$ cat config.mk
export PLATFORM = sky130hd
export DESIGN_NAME = grid_update_receiver
export DESIGN_NICKNAME = d
export VERILOG_FILES = /design/src/rtl/grid_update_receiver_pkg.sv /design/src/rtl/sync_edge.sv /design/src/rtl/grid_update_receiver.sv
export SDC_FILE = /design/constraint.sdc
export NUM_CORES = 1
export LEC_CHECK = 0
export ABC_AREA = 1
export CAP_MARGIN = 0
export CORE_MARGIN = 2
export CORE_UTILIZATION = 45
export DETAILED_ROUTE_END_ITERATION = 7
export HOLD_SLACK_MARGIN = 0.02
export SETUP_SLACK_MARGIN = 0.15
export SYNTH_ARGS = -nofsm -noshare
export SYNTH_HDL_FRONTEND = slang
export SYNTH_SLANG_ARGS = --single-unit
$ cat constraint.sdc
create_clock -name CLOCK -period 3.4 [get_ports CLOCK]
set_clock_uncertainty 0.15 [all_clocks]
set_input_delay 0.85 -clock CLOCK [delete_from_list [all_inputs] [get_ports CLOCK]]
set_output_delay 0.85 -clock CLOCK [all_outputs]
set_load 0.05 [all_outputs]
$ cat src/rtl/grid_update_receiver_pkg.sv
// Shared types for the maze grid update receiver.
// Frame layout, command codes, cell states, FSM encoding.
package grid_update_receiver_pkg;

  localparam int ROWS_DEF    = 4;
  localparam int COLS_DEF    = 5;
  localparam int TIMEOUT_DEF = 25000;
  localparam int FRAME_W     = 8;

  localparam int F_PAR = 7;
  localparam int F_ROW = 5;
  localparam int F_COL = 2;
  localparam int F_ST  = 0;

  localparam logic [2:0] CMD_COL  = 3'd7;
  localparam logic [1:0] CLR_ROW  = 2'd0;
  localparam logic [1:0] DONE_ROW = 2'd3;

  typedef enum logic [1:0] {
    EMPTY    = 2'd0,
    WALL     = 2'd1,
    VISITED  = 2'd2,
    TREASURE = 2'd3
  } cell_t;

  typedef struct packed {
    logic       par;
    logic [1:0] row;
    logic [2:0] col;
    cell_t      st;
  } frame_t;

  typedef enum logic [2:0] {
    IDLE  = 3'd0,
    SHIFT = 3'd1,
    CHECK = 3'd2,
    WRITE = 3'd3,
    DRAIN = 3'd4
  } state_t;

  typedef enum logic [1:0] {
    ACT_ERR  = 2'd0,
    ACT_CELL = 2'd1,
    ACT_CLR  = 2'd2,
    ACT_DONE = 2'd3
  } act_t;

endpackage

$ cat src/rtl/sync_edge.sv
// Two-flop synchronizer with rise/fall detect.
// Ports: clk, rst_n (sync), din -> level, rise, fall.
module sync_edge (
  input  logic clk,
  input  logic rst_n,
  input  logic din,
  output logic level,
  output logic rise,
  output logic fall
);

  logic [2:0] sh;

  always_ff @(posedge clk) begin
    if (!rst_n) sh <= '0;
    else        sh <= {sh[1:0], din};
  end

  assign level = sh[1];
  assign rise  = sh[1] & ~sh[2];
  assign fall  = ~sh[1] & sh[2];

endmodule

$ cat src/rtl/grid_update_receiver.sv
// Serial maze-cell update receiver with 4x5 grid store.
// Ports: CLOCK, RESET, SER_*, RD_ROW/COL -> RD_DATA, UPDATE, DONE, ERR_COUNT.
module grid_update_receiver
  import grid_update_receiver_pkg::*;
#(
  parameter int ROWS    = ROWS_DEF,
  parameter int COLS    = COLS_DEF,
  parameter int TIMEOUT = TIMEOUT_DEF
) (
  input  logic       CLOCK,
  input  logic       RESET,
  input  logic       SER_CLK,
  input  logic       SER_DATA,
  input  logic       SER_EN,
  input  logic [1:0] RD_ROW,
  input  logic [2:0] RD_COL,
  output logic [1:0] RD_DATA,
  output logic       UPDATE,
  output logic       DONE,
  output logic [7:0] ERR_COUNT
);

  localparam int NCELL = ROWS * COLS;
  localparam int IW    = $clog2(NCELL);
  localparam int TW    = $clog2(TIMEOUT + 1);

  logic c_lvl, c_rise, c_fall;
  logic d_lvl, d_rise, d_fall;
  logic e_lvl, e_rise, e_fall;

  sync_edge u_clk (
    .clk(CLOCK), .rst_n(RESET), .din(SER_CLK),
    .level(c_lvl), .rise(c_rise), .fall(c_fall)
  );
  sync_edge u_dat (
    .clk(CLOCK), .rst_n(RESET), .din(SER_DATA),
    .level(d_lvl), .rise(d_rise), .fall(d_fall)
  );
  sync_edge u_en (
    .clk(CLOCK), .rst_n(RESET), .din(SER_EN),
    .level(e_lvl), .rise(e_rise), .fall(e_fall)
  );

  logic unused_ok;
  assign unused_ok = &{1'b0, c_lvl, d_rise, d_fall};

  state_t         state, state_d;
  frame_t         shreg;
  logic [3:0]     bitcnt;
  logic [TW-1:0]  tmo;
  act_t           act, act_d;
  cell_t          cells [NCELL];

  logic tmo_hit;
  logic cell_we, grid_clr, done_set, err_inc;

  assign tmo_hit = (tmo == TW'(TIMEOUT));

  // Frame classification, evaluated in CHECK.
  logic frame_ok, in_range, cell_ok, clr_ok, done_ok;

  always_comb begin
    frame_ok = (bitcnt == 4'd8) && (^shreg);
    in_range = (int'(shreg.col) < COLS) &&
               (int'(shreg.row) < ROWS);
    cell_ok  = frame_ok && in_range;
    clr_ok   = frame_ok && shreg.col == CMD_COL &&
               shreg.row == CLR_ROW;
    done_ok  = frame_ok && shreg.col == CMD_COL &&
               shreg.row == DONE_ROW;
    act_d    = ACT_ERR;
    unique case (1'b1)
      cell_ok: act_d = ACT_CELL;
      clr_ok:  act_d = ACT_CLR;
      done_ok: act_d = ACT_DONE;
      default: act_d = ACT_ERR;
    endcase
  end

  always_ff @(posedge CLOCK) begin
    if (!RESET) state <= IDLE;
    else        state <= state_d;
  end

  always_comb begin
    state_d = state;
    unique case (state)
      IDLE:  if (e_rise) state_d = SHIFT;
      SHIFT: begin
        if (e_fall)       state_d = CHECK;
        else if (tmo_hit) state_d = DRAIN;
      end
      CHECK: state_d = WRITE;
      WRITE: state_d = IDLE;
      DRAIN: if (!e_lvl) state_d = IDLE;
      default: state_d = IDLE;
    endcase
  end

  always_comb begin
    cell_we  = (state == WRITE) && (act == ACT_CELL);
    grid_clr = (state == WRITE) && (act == ACT_CLR);
    done_set = (state == WRITE) && (act == ACT_DONE);
    err_inc  = ((state == WRITE) && (act == ACT_ERR)) ||
               ((state == SHIFT) && !e_fall && tmo_hit);
    UPDATE   = cell_we || grid_clr;
  end

  // Clock edges coinciding with the enable fall are dropped.
  always_ff @(posedge CLOCK) begin
    if (!RESET) begin
      shreg  <= '0;
      bitcnt <= '0;
      tmo    <= '0;
      act    <= ACT_ERR;
    end else begin
      unique case (state)
        IDLE: begin
          tmo <= '0;
          if (e_rise) begin
            shreg  <= '0;
            bitcnt <= '0;
          end
        end
        SHIFT: begin
          if (!e_fall) begin
            if (c_rise) begin
              shreg <= frame_t'({shreg[FRAME_W-2:0], d_lvl});
              if (bitcnt != 4'd9) bitcnt <= bitcnt + 4'd1;
            end
            if (c_rise || c_fall) tmo <= '0;
            else                  tmo <= tmo + TW'(1);
          end
        end
        CHECK: act <= act_d;
        default: ;
      endcase
    end
  end

  logic [IW-1:0] wr_idx, rd_idx;
  logic          rd_ok;

  always_comb begin
    wr_idx = IW'(int'(shreg.row) * COLS + int'(shreg.col));
    rd_idx = IW'(int'(RD_ROW) * COLS + int'(RD_COL));
    rd_ok  = (int'(RD_ROW) < ROWS) && (int'(RD_COL) < COLS);
  end

  always_ff @(posedge CLOCK) begin
    if (!RESET) begin
      for (int i = 0; i < NCELL; i++) cells[i] <= EMPTY;
      RD_DATA   <= '0;
      DONE      <= 1'b0;
      ERR_COUNT <= '0;
    end else begin
      if (grid_clr)
        for (int i = 0; i < NCELL; i++) cells[i] <= EMPTY;
      else if (cell_we)
        cells[wr_idx] <= shreg.st;
      RD_DATA <= rd_ok ? cells[rd_idx] : EMPTY;
      if (done_set) DONE <= 1'b1;
      if (err_inc && ERR_COUNT != 8'hFF)
        ERR_COUNT <= ERR_COUNT + 8'd1;
    end
  end

endmodule

==> results.txt <==
----------------------------------------------------
[Setup path]
  Nature of the critical path endpoint ... register
  Data required time of the critical path ... 3370 ps
  CP arrival ... 2880 ps
  FF-to-FF setup slack ... 490 ps
  Reg2Reg Capture Point ... cells[17][0]
  Worst r2r src ... shreg[6]
  Slowest-stage cell, CP ... sky130_fd_sc_hd__dfxtp_1
  Worst Path Class, Setup ... reg -> reg
  Number of cells on the worst reg-to-reg path ... 8
  Start point of the critical path ... shreg[6]
  Max FO, Critical Path ... 8
  CP startpoint kind ... register
  Chain of cells forming the critical path ... ha_1, ha_1, fa_1, xnor2_1, inv_1, nor3_1, nand2_1, nand2_1
  Delay contributed by the slowest stage of the critical path ... 470 ps
  Timing endpoint of the critical path ... cells[17][0]

[Final layout]
  FF/Latch Area ... 2940 sq um
  Area of combinational cells with multiple inputs ... 2610 sq um
  Leading cell type in the layout, fill and taps excluded ... sky130_fd_sc_hd__nand2_1
  Area Growth Syn to Fin ... 15.5%
  Fraction of the core area covered by cells at the end of the flow ... a little over half
  Number of antenna cells inserted ... 0
  Fraction of final layout cells sized beyond drive strength 1 ... 7.81%
  FILL cells ... 1225
  Commonest cells after routing, fill and taps aside ... sky130_fd_sc_hd__nand2_1, sky130_fd_sc_hd__nor2_1, sky130_fd_sc_hd__inv_1, sky130_fd_sc_hd__nand3_1, sky130_fd_sc_hd__edfxtp_1
  NumNets Final ... 813

[Clock network]
  CTS H-Tree Depth ... 4
  TritonCTS buffer count ... 17
  Maximum count of clock buffers along a single path ... 2
  Clock tree from TritonCTS ... built
  Clock sink total ... between 100 and 150
  Postcts setup bufs ... 0
  Clock-pin slew on the worst setup and hold paths ... around 50 ps
  Worst-Skew Late Latency ... 420 ps
  Root buffer cell ... sky130_fd_sc_hd__clkbuf_16

[GRT]
  Initial antenna violation count ... 0
  Total track usage ... 19.8%
  Layer with the highest usage ... met2
  Global-route track usage on met2 ... 31.9%
  Via count of the first global-routing pass ... 4694
  First-pass GRT wire length ... 22100 um
  Met1 track utilization from global routing ... 25.8%
  Maximum number of pins on one net before global-route repair ... 33
  Fraction of met3 tracks used by global routing ... 5.08%
  Aggregate global routing overflow ... 0

[STA]
  Time the final worst path needs with I/O delays and setup ... 2910 ps
  Endpoints failing hold ... 0
  Setup repair after global routing missed its margin ... false
  Tightest slew margin relative to the limit ... 47.9%
  Part of the cycle the worst path needs ... 85.5%
  Fmax ... ~340 MHz
  Slew at the pin with the worst max-slew slack ... 780 ps
  Pins Over Slew Limit ... 0
  TNS Setup ... 0 ps
  Final number of setup-violating endpoints ... 0
  Worst-case setup margin in the final layout ... 493 ps

[Floorplan]
  Site row count ... 42
  Horiz. Die Dim ... 119 um
  Count of pins on the block boundary ... 22
  Placeable Area ... 13100 sq um
  Die Y ... 119 um
  Effective utilization at floorplan ... a little under half
  Die Area ... 14200 sq um

[Logic synthesis]
  Fraction of registers with async set or reset after synthesis ... 0%
  Netlist area before placement ... 5970 sq um
  Distinct cell type count after synthesis ... 39
  Share of Yosys cell area claimed by the top area cell type ... 32.2%
  Most used DFF post-synth ... sky130_fd_sc_hd__edfxtp_1
  Post-synth net total ... 786
  Register bit count reported by yosys ... ~120
  Number of enable flip-flop cells after synthesis ... 64
  Synthesized area per cell ... 7.92 sq um
  Synth area leader ... sky130_fd_sc_hd__edfxtp_1
  Post-synthesis sequential area ratio ... 49.3%
  Synthesized netlist cell count ... about 750
  Syn. warnings ... 0
  Largest cells by area after synthesis ... sky130_fd_sc_hd__edfxtp_1, sky130_fd_sc_hd__dfxtp_1, sky130_fd_sc_hd__nand2_1, sky130_fd_sc_hd__nor2_1, sky130_fd_sc_hd__nand3_1

[Job]
  Count of max-cap constraint violations ... 0

[Routing]
  Number of detailed-routing iterations run before antenna repair ... 5
  Mean number of vias per cell ... 5.04
  DR vias ... 4889
  Detailed-route wire length ... 13200 um
  Drt wl/cell ... 13.6 um
  Detail Route Antenna Nets ... 0
  DRC viols ... 0
  DRC violation total after the first TritonRoute iteration ... around 340

[Pwr]
  Peak ir drop on the vdd network ... 0.284 mV
  Total power divided by cell area ... 502 nW/um^2
  Leakage power of the design ... 0.00282 uW

[Min path]
  Class of the tightest hold or removal check ... reg -> reg

[Placed design]
  Count of input and output buffers ... 21
  Final GP Congestion ... about 0.85
  Worst setup timing slack at the placement stage ... 112 ps
  DP Wirelength ... 9200 um

[Run status]
  Run status ... complete, no violations

----------------------------------------------------
==> through the flow <==
stage                     power [uW]  instance area (sq um)  hold WS (ps)  std cells
after detailed placement        1940                   6380           252        938
final                           3460                   6900           264        970
after global placement          1930                   6380           252        938
after global routing            3610                   6900           306        970
after floorplan                 1830                   5970           240        754
after CTS                       3490                   6900           267        970
==> how the worst min path moves through the flow <==
stage / startpoint / to / slack (ps) / cells after the start
after global placement: u_dat.sh[0] / u_dat.sh[1] / 250 / 2
final: u_dat.sh[0] / u_dat.sh[1] / 260 / 2
after detailed placement: u_dat.sh[0] / u_dat.sh[1] / 250 / 2
after CTS: u_dat.sh[0] / u_dat.sh[1] / 270 / 2
after global routing: u_en.sh[0] / u_en.sh[1] / 310 / 2
after floorplan: u_clk.sh[0] / u_clk.sh[1] / 240 / 2
==> synthesized netlist by cell type, types with 7 or more instances <==
master                     instances
sky130_fd_sc_hd__buf_2             7
sky130_fd_sc_hd__nand4_1           7
sky130_fd_sc_hd__inv_1            82
sky130_fd_sc_hd__o21ai_0          20
sky130_fd_sc_hd__edfxtp_1         64
sky130_fd_sc_hd__ha_1             20
sky130_fd_sc_hd__nand2_2           8
sky130_fd_sc_hd__nor2_1          119
sky130_fd_sc_hd__nand3_1          67
sky130_fd_sc_hd__xnor2_1           7
sky130_fd_sc_hd__a21oi_1          34
sky130_fd_sc_hd__nand2_1         213
sky130_fd_sc_hd__clkbuf_1         12
sky130_fd_sc_hd__dfxtp_1          51
==> area by class of cell <==
type                            instances  area share (%)
Inverter                               85            4.62
Timing Repair Buffer                   31            4.17
Clock inverter                         10           0.889
Multi-Input combinational cell        531            37.9
Clock buffer                           22            6.58
Tap cell                              176            3.19
Sequential cell                       115            42.7
==> cells by family (layout without fill, tap and decap cells) <==
group | count (synthesis) | count (layout) | synth area share [%]
buf+inv | 108 | 148 | 6.99
xor+xnor | 10 | 10 | 1.47
simple gates | 435 | 435 | 31.6
compound gates | 64 | 64 | 5.84
fa+ha+maj | 22 | 22 | 4.86
flops | 115 | 115 | 49.3
==> worst max-delay path: cells and delay by family, from the launching register on <==
family	cells	cell delay [ps]
XOR/XNOR	1	230
adder cells (fa/ha/maj)	3	890
buffers and inverters	1	120
flip-flops	1	470
AND/OR/NAND/NOR	3	750
==> power breakdown <==
group,switching (uW),internal [uW],total [uW],leakage (uW)
Sequential,15.9,1490,1510,0.00105
Clock,612,939,1550,0.000253
Combinational,269,133,402,0.00151
Total,897,2560,3460,0.00282
==> flip-flops by register name (all words and copies together) (netlist names) <==
signal,count
state,3
cells,64
tmo,15
u_clk.sh,3
ERR_COUNT,8
bitcnt,4
u_en.sh,3
u_dat.sh,2
RD_DATA,2
DONE,1
shreg,8
act,2
==> routing by layer <==
metal | vias up | wire, um
met5 | - | 0
met4 | 0 | 217
met3 | 17 | 606
met2 | 89 | 6170
met1 | 2293 | 6190
li1 | 2490 | -
==> repair_timing <==
action	in CTS	in global routing
setup endpoints to repair	0	1
resized for setup	0	1
hold buffers	0	0
No activity file was read; power rests on OpenSTA's default activity.
